==> config.mk <==
export PLATFORM = sky130hd
export DESIGN_NAME = rc4_ksa_engine_flat
export DESIGN_NICKNAME = d
export VERILOG_FILES = /design/src/rtl/rc4_ksa_engine_if.sv /design/src/rtl/rc4_ksa_engine.sv /design/src/flat_wrapper.sv
export SDC_FILE = /design/constraint.sdc
export NUM_CORES = 1
export LEC_CHECK = 0
export CAP_MARGIN = 25
export CORE_ASPECT_RATIO = 1.75
export CORE_MARGIN = 5
export CORE_UTILIZATION = 56
export CTS_CLUSTER_SIZE = 28
export DETAILED_ROUTE_END_ITERATION = 16
export HOLD_SLACK_MARGIN = 0.15
export PLACE_DENSITY = 0.78
export SLEW_MARGIN = 30
export SYNTH_ARGS = -nofsm -noshare
export SYNTH_HDL_FRONTEND = slang
export SYNTH_SLANG_ARGS = --single-unit
==> constraint.sdc <==
create_clock -name i_clk -period 7.2 [get_ports i_clk]
set_clock_uncertainty 0.05 [all_clocks]
set_input_delay 1.08 -clock i_clk [delete_from_list [all_inputs] [get_ports i_clk]]
set_output_delay 1.08 -clock i_clk [all_outputs]
set_load 0.005 [all_outputs]
==> src/rtl/rc4_ksa_engine_if.sv <==
// Control and S-RAM port bundle for rc4_ksa_engine.
// The master side is the sequencer/RAM environment; the slave side is the engine.
interface rc4_ksa_engine_if #(
    parameter int KEY_BYTES = 3,
    parameter int ADDR_W    = 8
);
    logic                   start;
    logic [KEY_BYTES*8-1:0] secret_key;
    logic                   busy;
    logic                   done;
    logic [ADDR_W-1:0]      mem_addr;
    logic [ADDR_W-1:0]      mem_wdata;
    logic                   mem_wren;
    logic [ADDR_W-1:0]      mem_rdata;

    modport master (
        output start, secret_key, mem_rdata,
        input  busy, done, mem_addr, mem_wdata, mem_wren
    );

    modport slave (
        input  start, secret_key, mem_rdata,
        output busy, done, mem_addr, mem_wdata, mem_wren
    );
endinterface

==> src/rtl/rc4_ksa_engine.sv <==
// RC4 key schedule over an external single-port S RAM, 2*RAM_LATENCY+6 cycles per index.
// start is honoured only in IDLE; busy covers the run and done pulses once at the end.
module rc4_ksa_engine #(
    parameter int KEY_BYTES   = 3,
    parameter int ADDR_W      = 8,
    parameter int RAM_LATENCY = 2
) (
    input  logic             i_clk,
    input  logic             i_rst,
    rc4_ksa_engine_if.slave  io
);
    localparam int KW = (KEY_BYTES > 1) ? $clog2(KEY_BYTES) : 1;
    localparam logic [ADDR_W-1:0] LAST_I = '1;

    typedef enum logic [3:0] {
        S_IDLE, S_RD_I, S_CAP_I, S_UPD_J, S_RD_J,
        S_CAP_J, S_WR_J, S_WR_I, S_NEXT, S_DONE
    } state_t;

    state_t                 r_state;
    state_t                 w_next;
    logic [2:0]             r_wait;
    logic [ADDR_W-1:0]      r_i;
    logic [ADDR_W-1:0]      r_j;
    logic [ADDR_W-1:0]      r_si;
    logic [ADDR_W-1:0]      r_sj;
    logic [KW-1:0]          r_kidx;
    logic [KEY_BYTES*8-1:0] r_key;
    logic [7:0]             w_kb;
    logic [ADDR_W-1:0]      w_kb_a;
    logic                   w_wait_end;
    logic                   w_in_rd;

    assign w_wait_end = (r_wait == 3'(RAM_LATENCY - 1));
    assign w_in_rd    = (r_state == S_RD_I) || (r_state == S_RD_J);

    // Key byte 0 sits in the MSBs of the latched key.
    always_comb begin
        w_kb = '0;
        for (int k = 0; k < KEY_BYTES; k++) begin
            if (r_kidx == KW'(k)) w_kb = r_key[(KEY_BYTES-1-k)*8 +: 8];
        end
    end
    assign w_kb_a = ADDR_W'(w_kb);

    always_ff @(posedge i_clk or posedge i_rst) begin
        if (i_rst) r_state <= S_IDLE;
        else       r_state <= w_next;
    end

    always_comb begin
        w_next = r_state;
        case (r_state)
            S_IDLE:  if (io.start)  w_next = S_RD_I;
            S_RD_I:  if (w_wait_end) w_next = S_CAP_I;
            S_CAP_I: w_next = S_UPD_J;
            S_UPD_J: w_next = S_RD_J;
            S_RD_J:  if (w_wait_end) w_next = S_CAP_J;
            S_CAP_J: w_next = S_WR_J;
            S_WR_J:  w_next = S_WR_I;
            S_WR_I:  w_next = S_NEXT;
            S_NEXT:  w_next = (r_i == LAST_I) ? S_DONE : S_RD_I;
            S_DONE:  w_next = S_IDLE;
            default: w_next = S_IDLE;
        endcase
    end

    always_ff @(posedge i_clk or posedge i_rst) begin
        if (i_rst) begin
            r_wait <= '0;
            r_i    <= '0;
            r_j    <= '0;
            r_si   <= '0;
            r_sj   <= '0;
            r_kidx <= '0;
            r_key  <= '0;
        end else begin
            r_wait <= (w_in_rd && !w_wait_end) ? r_wait + 3'd1 : 3'd0;
            case (r_state)
                S_IDLE: if (io.start) begin
                    r_key  <= io.secret_key;
                    r_i    <= '0;
                    r_j    <= '0;
                    r_kidx <= '0;
                end
                S_CAP_I: r_si <= io.mem_rdata;
                S_UPD_J: r_j  <= r_j + r_si + w_kb_a;
                S_CAP_J: r_sj <= io.mem_rdata;
                S_NEXT: if (r_i != LAST_I) begin
                    r_i    <= r_i + 1'b1;
                    r_kidx <= (r_kidx == KW'(KEY_BYTES - 1)) ? '0 : r_kidx + 1'b1;
                end
                default: ;
            endcase
        end
    end

    // Outputs decode from state and registers only, never from mem_rdata.
    always_comb begin
        io.mem_addr  = '0;
        io.mem_wdata = '0;
        io.mem_wren  = 1'b0;
        io.busy      = 1'b0;
        io.done      = 1'b0;
        case (r_state)
            S_IDLE: ;
            S_DONE: io.done = 1'b1;
            S_RD_J, S_CAP_J: begin
                io.busy     = 1'b1;
                io.mem_addr = r_j;
            end
            S_WR_J: begin
                io.busy      = 1'b1;
                io.mem_addr  = r_j;
                io.mem_wdata = r_si;
                io.mem_wren  = 1'b1;
            end
            S_WR_I: begin
                io.busy      = 1'b1;
                io.mem_addr  = r_i;
                io.mem_wdata = r_sj;
                io.mem_wren  = 1'b1;
            end
            default: begin
                io.busy     = 1'b1;
                io.mem_addr = r_i;
            end
        endcase
    end
endmodule

==> src/flat_wrapper.sv <==
// flat-port wrapper written by rule: the top's interface ports become plain ports
module rc4_ksa_engine_flat 
#(
    parameter int KEY_BYTES   = 3,
    parameter int ADDR_W      = 8,
    parameter int RAM_LATENCY = 2
)
  (i_clk, i_rst, io_start, io_secret_key, io_mem_rdata, io_busy, io_done, io_mem_addr, io_mem_wdata, io_mem_wren);
  rc4_ksa_engine_if #(.KEY_BYTES(KEY_BYTES), .ADDR_W(ADDR_W)) io_i ();
  input  logic i_clk;
  input  logic i_rst;
  input wire logic [$bits(io_i.start)-1:0] io_start;
  input wire logic [$bits(io_i.secret_key)-1:0] io_secret_key;
  input wire logic [$bits(io_i.mem_rdata)-1:0] io_mem_rdata;
  output wire logic [$bits(io_i.busy)-1:0] io_busy;
  output wire logic [$bits(io_i.done)-1:0] io_done;
  output wire logic [$bits(io_i.mem_addr)-1:0] io_mem_addr;
  output wire logic [$bits(io_i.mem_wdata)-1:0] io_mem_wdata;
  output wire logic [$bits(io_i.mem_wren)-1:0] io_mem_wren;
  assign io_i.start = io_start;
  assign io_i.secret_key = io_secret_key;
  assign io_i.mem_rdata = io_mem_rdata;
  assign io_busy = io_i.busy;
  assign io_done = io_i.done;
  assign io_mem_addr = io_i.mem_addr;
  assign io_mem_wdata = io_i.mem_wdata;
  assign io_mem_wren = io_i.mem_wren;
  rc4_ksa_engine #(.KEY_BYTES(KEY_BYTES), .ADDR_W(ADDR_W), .RAM_LATENCY(RAM_LATENCY)) u_core (.i_clk(i_clk), .i_rst(i_rst), .io(io_i));
endmodule
==> reports/metrics.yaml, run 1 <==
outcome: "finished, final reports clean"
num_vias: 3079
post_cts_resized: 0
layout-drive-gt1-share_pct: 7.71
criticalPathCategory: "reg -> out"
min_period_ps: 3920
ant_nets: 0
p_int_w: 0.000812
critPathBufInv: 1
dr.first_iter.drc_count: 225
crit_chain: "nor2b_1 -> nand2_1 -> nor2_1 -> clkdlybuf4s50_1"
path_delay_family: "simple AND/OR/NAND/NOR gates"
clock_latency_ps: 330
die_y_um: 119
swShare_pct: 26.9
cts_root_buf: "clkbuf_16"
postCtsSetupRepairBufs: 0
maxCapViolations: 0
worstPathMaxFanout: 16
p_comb_share_pct: 21.4
grt_start_max_net_pins: 66
track_usage_pct: 21.5
synth-seq-cells: 65
fmax_mhz: 255
slew_headroom_pct: 44.9
required_ps: 6070
cts-buffers-inserted: 9
finalSetupViolations: 0
critPathSlowestCell: "dfrtp_1"
end_kind: "output port"
grt_pass1_wl_mm: 14.3
synth_edf_count: 0
die-area_sq_mm: 0.00860
seqCellArea_sq_mm: 0.00163
dieWidth_um: 72.3
gr-total-overflow: 0
grt_pass1_vias: 3025
synth_top_area_share_pct: 42.8
syn-num-nets: 485
avgSynthCellArea_sq_um: 8.78
setup_tns_ps: 0
ir_drop_mv: 0.208
core_area_sq_mm: 0.00659
synthFlopType: "dfrtp_1"
hpwl_mm: 6.25
yosysSeqAreaShare_pct: 42.8
p_sw_w: 0.000299
tightestPinTransition_ps: 827
rows: 39
clk_path_buf_depth: 2
netlist_instances: 433
cts_tree: "built"
multi_input_area_sq_mm: 0.00189
worstHoldPathType: "reg -> reg"
viasPerCell: 5.48
yosysTopAreaCell: "dfrtp_1"
fillers: 543
synth_top_cells_by_area: "dfrtp_1 43%, nand2_1 8.9%, mux2i_1 4.7%"
route.detailed.wl_per_inst_um: 15.4
async_flop_share_pct: 100
nNetsFinal: 528
ys_warn_count: 0
firstDrtPassIters: 4
clkTransAtPathRegs_ps: 50
drc: 0
io-pin-count: 54
hold_violations: 0
p_seq_share_pct: 37.3
pwr-share-clk_pct: 41.3
numPortBuffers: 53
leakage_nw: 2.18
place.gp.congestion: 0.900
area_delta_synth_final_pct: 22.1
fin_hold_ws_ps: 418
holdBufCountCts: 0
cts.htree.levels: 3
ys_types: 45
clock-sinks: 65
period_share_pct: 54.4
p_per_area_mw_per_mm2: 239
syn_area_sq_mm: 0.00380
cp-start-kind: "flop"
cp.arrival_ps: 2790
antenna_cells: 0
wirelength_mm: 8.64
rsz0062_at_grt: "no"
cpPeakStageDelay_ps: 700
slew_viol_final: 0
grt_antenna_before_repair: 0
initial_core_util_pct: 57.7
==> layout by cell type (no fill, tap or decap), types with 2 or more instances in the layout <==
cell type,count
clkdlybuf4s50_1,53
nor2_1,33
nand2b_1,3
a21oi_1,32
xnor2_1,8
dfrtp_1,64
nor3b_1,2
and3_1,4
xor2_1,8
or4_1,2
inv_1,41
nand2_1,90
mux2i_1,18
ha_1,9
bufinv_16,2
nor2b_1,4
clkbuf_1,2
fa_1,8
nand4_1,4
o22ai_1,15
mux2_2,10
a31oi_1,2
buf_4,2
nand3_1,12
o21ai_0,19
clkbuf_16,9
==> routing by layer <==
metal | wire [um] | GRT usage (%) | vias to the layer above
met3 | 397 | 4.72 | 21
met2 | 4580 | 36.4 | 86
met1 | 3370 | 25.3 | 1460
met5 | 0 | 0 | -
met4 | 291 | 10.5 | 0
li1 | - | - | 1512
==> kinds of logic after synthesis <==
| family | Yosys count | synth area share, % |
|---|---|---|
| AOI/OAI and AO/OA | 75 | 11.0 |
| xor gates and xnor gates | 16 | 3.69 |
| adders and majority gates | 17 | 7.18 |
| buffers and inverters | 66 | 7.44 |
| DFF | 65 | 42.8 |
| muxes | 28 | 7.70 |
| and+or+nand+nor | 166 | 20.2 |
==> final cells by class <==
class	count	area share, %
tap	82	2.21
sequential	65	35.1
clock inverter	3	1.40
clock buffer	12	5.31
multi-input combinational	302	40.8
timing repair buffer	55	11.8
inverter	43	3.48
==> cells in the mapped netlist, types with 5 or more instances <==
| cell | n |
|---|---|
| nand2_1 | 90 |
| dfrtp_1 | 65 |
| inv_1 | 42 |
| nor2_1 | 33 |
| a21oi_1 | 32 |
| o21ai_0 | 19 |
| mux2i_1 | 18 |
| o22ai_1 | 15 |
| nand3_1 | 12 |
| clkbuf_1 | 10 |
| mux2_2 | 10 |
| ha_1 | 9 |
| fa_1 | 8 |
| xnor2_1 | 8 |
| xor2_1 | 8 |
| buf_2 | 7 |
| and3_1 | 5 |
==> flip-flops by register name, indices dropped and copies added (netlist names) <==
signal,cells
u_core.r_i,8
u_core.r_j,8
u_core.r_key,24
u_core.r_kidx,2
u_core.r_si,8
u_core.r_sj,8
u_core.r_state,4
u_core.r_wait,3
==> final timing paths <==
path	startpoint	end	slack, ps	cells after the start
worst min register to register	u_core.r_wait[0]$_DFF_PP0_	u_core.r_wait[0]$_DFF_PP0_	420	1
worst min-delay path	u_core.r_wait[0]$_DFF_PP0_	u_core.r_wait[0]$_DFF_PP0_	420	1
max in group asynchronous	i_rst	u_core.r_state[0]$_DFFE_PP0P_	5260	3
min in group asynchronous	i_rst	u_core.r_i[3]$_DFFE_PP0P_	1250	3
worst max-delay path	u_core.r_state[2]$_DFFE_PP0P_	io_mem_wdata[1]	3280	4
worst max register to register	u_core.r_kidx[1]$_DFFE_PP0P_	u_core.r_j[7]$_DFFE_PP0P_	3780	12
==> power groups by stage <==
stage / combinational, W / clock, W / sequential (W)
2_1_floorplan: 0.000177 / 0 / 0.000411
3_3_place_gp: 0.000226 / 0 / 0.000419
3_5_place_dp: 0.000236 / 0 / 0.000421
4_1_cts: 0.000239 / 0.000465 / 0.000414
5_1_grt: 0.000274 / 0.000480 / 0.000417
6_report: 0.000238 / 0.000458 / 0.000414
==> metrics by stage <==
step	instances	util [%]	area [sq um]	worst slack, ps	total power [W]
floorplan	433	-	3800	4400	0.000588
global placement	547	65.7	4330	3750	0.000645
detailed placement	547	65.7	4330	3680	0.000657
CTS	562	70.4	4640	3310	0.00112
global route	562	70.4	4640	3030	0.00117
finish	562	70.4	4640	3280	0.00111
==> worst register-to-register path, stage by stage, from the launching register on <==
cell and delay (ps):
dfrtp_1 570, nor2b_1 520, a21oi_1 200, fa_1 450
inv_1 70, ha_1 170, inv_1 60, fa_1 380
nand2b_1 180, a21oi_1 240, o22ai_1 150, xnor2_1 140
o21ai_0 150
Note: power is estimated with default switching activity, not from simulation.
==> run 2: changes to the inputs <==
--- a/config.mk
+++ b/config.mk
@@ -8,11 +8,11 @@
 export CAP_MARGIN = 25
 export CORE_ASPECT_RATIO = 1.75
 export CORE_MARGIN = 5
-export CORE_UTILIZATION = 56
+export CORE_UTILIZATION = 55
 export CTS_CLUSTER_SIZE = 28
 export DETAILED_ROUTE_END_ITERATION = 16
 export HOLD_SLACK_MARGIN = 0.15
-export PLACE_DENSITY = 0.78
+export PLACE_DENSITY = 0.76
 export SLEW_MARGIN = 30
 export SYNTH_ARGS = -nofsm -noshare
 export SYNTH_HDL_FRONTEND = slang
==> constraint.sdc (replaced) <==
create_clock -name i_clk -period 3.9 [get_ports i_clk]
set_clock_uncertainty 0.05 [all_clocks]
set_input_delay 0.585 -clock i_clk [delete_from_list [all_inputs] [get_ports i_clk]]
set_output_delay 0.585 -clock i_clk [all_outputs]
set_load 0.005 [all_outputs]
==> reports/metrics.yaml, run 2 (synthesis results as in run 1) <==
area_delta_synth_final_pct: 23.7
viasPerCell: 5.58
r2r-start: "u_core.r_kidx[1]$_DFFE_PP0P_"
slew_viol_final: 0
numPortBuffers: 53
p_sw_w: 0.000573
holdBufCountCts: 0
wirelength_mm: 8.99
finalSetupViolations: 0
fillers: 530
critPathBufInv: 2
clock_latency_ps: 330
crit_chain: "nor2b_1 -> a21oi_1 -> fa_1 -> inv_1 -> ha_1 -> inv_1 -> fa_1 -> nand2b_1 -> a21oi_1 -> o22ai_1 -> xnor2_1 -> o21ai_0"
cp.arrival_ps: 3450
final_cell_mix: "90 x nand2_1, 65 x dfrtp_1, 53 x clkdlybuf4s50_1"
p_per_area_mw_per_mm2: 456
cp-start-kind: "flop"
p_comb_share_pct: 21.4
clk_path_buf_depth: 2
layout_commonest_cell: "nand2_1"
cts_root_buf: "clkbuf_16"
cts_tree: "built"
num_vias: 3172
postCtsSetupRepairBufs: 0
largest-register: "u_core.r_key"
required_ps: 4090
criticalPathCategory: "reg -> reg"
ant_nets: 0
track_usage_pct: 22.0
p_int_w: 0.00157
dr.first_iter.drc_count: 230
tightestPinTransition_ps: 789
maxCapViolations: 0
clkTransAtPathRegs_ps: 50
rows: 40
nNetsFinal: 531
core_area_sq_mm: 0.00681
hold_start: "u_core.r_wait[0]$_DFF_PP0_"
worstPathMaxFanout: 11
die-area_sq_mm: 0.00874
grt_start_max_net_pins: 45
grt_pass1_wl_mm: 14.7
fin_hold_ws_ps: 412
hold_violations: 0
outcome: "finished, final reports clean"
period_share_pct: 83.6
cts-buffers-inserted: 9
leakage_nw: 2.21
p_seq_share_pct: 35.6
ir_drop_mv: 0.369
antenna_cells: 0
slew_headroom_pct: 47.4
pwr-share-clk_pct: 43.0
clock-sinks: 65
largest_reg_flops: 24
min_period_ps: 3260
worstHoldPathType: "reg -> reg"
grt_pass1_vias: 3178
drc: 0
io-pin-count: 54
cpPeakStageDelay_ps: 550
hpwl_mm: 6.62
dieWidth_um: 72.8
layout-drive-gt1-share_pct: 8.47
end_kind: "flop"
fmax_mhz: 307
worstSetupStartpoint: "u_core.r_kidx[1]$_DFFE_PP0P_"
die_y_um: 120
initial_core_util_pct: 55.8
reg2reg_slack_ps: 640
route.detailed.wl_per_inst_um: 15.8
critPathSlowestCell: "dfrtp_1"
rsz0062_at_grt: "no"
firstDrtPassIters: 4
cts.htree.levels: 3
place.gp.congestion: 0.861
grt_antenna_before_repair: 0
gr-total-overflow: 0
post_cts_resized: 0
swShare_pct: 26.7
setup_tns_ps: 0
path_delay_family: "adder cells"
[run 2: cell count changes in the layout (fill, tap and decap cells not counted), sizes merged]
cell and delta:
buf +3, bufinv +1, clkbuf -1, clkinv +1
clkinvlp +1, inv -1
[run 2: per-layer routing]
| layer | up-vias | part of all wire [%] | GRT usage, % |
|---|---|---|---|
| met3 | 31 | 4.3 | 3.69 |
| li1 | 1521 | - | - |
| met2 | 94 | 54 | 39.4 |
| met1 | 1526 | 37 | 23.2 |
| met5 | - | 0 | 0 |
| met4 | 0 | 4.9 | 13.3 |
[run 2: power by group through the flow]
| stage | sequential (W) | combinational (W) | clock [W] |
|---|---|---|---|
| 2_1_floorplan | 0.000759 | 0.000326 | 0 |
| 3_3_place_gp | 0.000772 | 0.000442 | 0 |
| 3_5_place_dp | 0.000774 | 0.000459 | 0 |
| 4_1_cts | 0.000763 | 0.000463 | 0.000928 |
| 5_1_grt | 0.000766 | 0.000519 | 0.000952 |
| 6_report | 0.000764 | 0.000458 | 0.000922 |
[run 2: area by class of cell]
class	instances	area [sq um]	area share, %
clock inverters	5	103	2.18
multi-input cells	302	1890	40.3
inverters	43	163	3.46
flip-flops and latches	65	1630	34.6
repair buffers	58	568	12.1
well taps	84	105	2.24
clock buffers	11	243	5.17
[run 2: path summary, 6_finish.rpt]
check                                                      to  depth (start not counted)
worst max-delay path                u_core.r_j[7]$_DFFE_PP0P_                         12
worst min-delay path               u_core.r_wait[0]$_DFF_PP0_                          1
worst max register to register      u_core.r_j[7]$_DFFE_PP0P_                         12
worst min register to register     u_core.r_wait[0]$_DFF_PP0_                          1
max in group asynchronous       u_core.r_state[0]$_DFFE_PP0P_                          3
min in group asynchronous         u_core.r_key[1]$_DFFE_PP0P_                          2
[run 2: metrics by stage]
step                util [%]  cell area (sq um)  cells  total power, W  worst slack [ps]
floorplan                  -               3800    433         0.00109              1100
global placement        63.9               4350    552         0.00121               860
detailed placement      63.9               4350    552         0.00123               639
CTS                     69.0               4700    568         0.00215               628
global route            69.0               4700    568         0.00224               428
finish                  69.0               4700    568         0.00214               638
==> run 3: changes to the inputs <==
--- a/config.mk
+++ b/config.mk
@@ -8,11 +8,11 @@
 export CAP_MARGIN = 25
 export CORE_ASPECT_RATIO = 1.75
 export CORE_MARGIN = 5
-export CORE_UTILIZATION = 55
+export CORE_UTILIZATION = 50
 export CTS_CLUSTER_SIZE = 28
 export DETAILED_ROUTE_END_ITERATION = 16
 export HOLD_SLACK_MARGIN = 0.15
-export PLACE_DENSITY = 0.76
+export PLACE_DENSITY = 0.73
 export SLEW_MARGIN = 30
 export SYNTH_ARGS = -nofsm -noshare
 export SYNTH_HDL_FRONTEND = slang
==> constraint.sdc (replaced) <==
create_clock -name i_clk -period 2.8 [get_ports i_clk]
set_clock_uncertainty 0.05 [all_clocks]
set_input_delay 0.42 -clock i_clk [delete_from_list [all_inputs] [get_ports i_clk]]
set_output_delay 0.42 -clock i_clk [all_outputs]
set_load 0.005 [all_outputs]
==> reports/metrics.yaml, run 3 (synthesis results as in run 1) <==
outcome: "finished, final reports clean"
min_period_ps: 2750
clk_path_buf_depth: 2
grt.busiest_layer: "met2"
reg2reg_depth: 12
required_ps: 2930
antenna_cells: 0
end_kind: "flop"
criticalPathCategory: "reg -> reg"
dieWidth_um: 75.9
gr-total-overflow: 0
core_area_sq_mm: 0.00751
area_delta_synth_final_pct: 26.2
fmax_mhz: 364
final_cell_mix: "90 x nand2_1, 62 x dfrtp_1, 53 x clkdlybuf4s50_1"
r2r-start: "u_core.r_kidx[1]$_DFFE_PP0P_"
place.gp.congestion: 0.884
final_area_sq_mm: 0.00479
cp-start-kind: "flop"
rows: 42
placed_cells: 566
die_y_um: 125
hold_violations: 0
p_per_area_mw_per_mm2: 594
grt_start_max_net_pins: 30
grt_antenna_before_repair: 0
cts.htree.levels: 3
fillers: 664
use_met1_pct: 22.8
cts_root_buf: "clkbuf_16"
tightestPinTransition_ps: 677
viasPerCell: 5.42
layout_commonest_cell: "nand2_1"
firstDrtPassIters: 5
grt_pass1_wl_mm: 15.6
nNetsFinal: 544
cts-buffers-inserted: 9
cts_tree: "built"
r2r_end: "u_core.r_j[7]$_DFFE_PP0P_"
worstPathMaxFanout: 6
slew_viol_final: 0
initial_core_util_pct: 50.6
numPortBuffers: 53
ir_drop_mv: 0.412
maxCapViolations: 0
cp.arrival_ps: 2880
clkTransAtPathRegs_ps: 50
holdBufCountCts: 0
track_usage_pct: 20.2
grt_pass1_vias: 3291
die-area_sq_mm: 0.00951
route.detailed.wl_per_inst_um: 15.4
wirelength_mm: 8.97
reg2reg_slack_ps: 50
place_area_sq_mm: 0.00444
io-pin-count: 54
worstHoldPathType: "in -> async"
dr.first_iter.drc_count: 231
clock_latency_ps: 330
slew_headroom_pct: 54.7
grtUsageMet2_pct: 36.3
clock-sinks: 65
drc: 0
hpwl_mm: 6.84
rsz0062_at_grt: "yes"
fin_cells: 584
period_share_pct: 98.0
largest-register: "u_core.r_key"
layout-drive-gt1-share_pct: 12.7
num_vias: 3167
largest_reg_flops: 24
finalSetupViolations: 0
ant_nets: 0
met3_usage_pct: 3.74
leakage_nw: 2.26
run 3: worst max path at each step:
| stage | start | end | slack (ps) | cells past startpoint |
|---|---|---|---|---|
| 3_3_place_gp | u_core.r_kidx[1]$_DFFE_PP0P_ | u_core.r_j[7]$_DFFE_PP0P_ | 60 | 12 |
| 6_report | u_core.r_kidx[1]$_DFFE_PP0P_ | u_core.r_j[7]$_DFFE_PP0P_ | 50 | 12 |
| 5_1_grt | u_core.r_kidx[1]$_DFFE_PP0P_ | u_core.r_j[7]$_DFFE_PP0P_ | -120 | 12 |
| 2_1_floorplan | u_core.r_kidx[1]$_DFFE_PP0P_ | u_core.r_j[7]$_DFFE_PP0P_ | 5 | 14 |
| 3_5_place_dp | u_core.r_kidx[1]$_DFFE_PP0P_ | u_core.r_j[7]$_DFFE_PP0P_ | -100 | 13 |
| 4_1_cts | u_core.r_kidx[1]$_DFFE_PP0P_ | u_core.r_j[7]$_DFFE_PP0P_ | 30 | 13 |
run 3: layout make-up:
| type | instances | area, sq um | area share [%] |
|---|---|---|---|
| repair buffers | 71 | 678 | 14.1 |
| multi-input cells | 302 | 1940 | 40.4 |
| clock buffers | 11 | 233 | 4.85 |
| well taps | 88 | 110 | 2.30 |
| inverters | 43 | 161 | 3.37 |
| clock inverters | 4 | 45.0 | 0.939 |
| flip-flops and latches | 65 | 1630 | 34.0 |
run 3: stage by stage:
stage	worst slack [ps]	power, W	util, %	setup TNS [ps]	hold WS (ps)
after floorplan	4.94	0.00151	-	0	389
after global placement	55.1	0.00170	59.1	0	404
after detailed placement	-96.7	0.00172	59.1	-96.7	414
after CTS	34.4	0.00281	63.0	0	429
after global routing	-123	0.00301	63.8	-233	451
final	54.6	0.00285	63.8	0	425
run 3: critical path, cell delays in order, from the launching register on:
cell	delay, ps
dfrtp_2	400
buf_4	180
mux2i_1	200
nor2_1	50
a21oi_1	230
fa_1	470
inv_1	70
ha_1	230
o21ai_0	330
a21oi_4	60
o22ai_2	120
xnor2_1	130
o21ai_1	70
run 3: power by group:
part	internal, W	switching, W	leakage (nW)
Clock	0.000678	0.000373	0.139
Combinational	0.000330	0.000403	1.29
Sequential	0.00101	0.0000551	0.830
run 3: per-layer routing:
metal | part of all wire, % | routed length (um)
met1 | 37 | 3350
met2 | 55 | 4970
met3 | 5.1 | 456
met4 | 2.2 | 193
met5 | 0 | 0
run 3: repair_timing:
item / in CTS / in global routing
pin swaps: 0 / 7
cloned: 0 / 0
gates resized for setup: 3 / 12
setup buffers: 0 / 3
endpoints found under the setup margin: 1 / 19
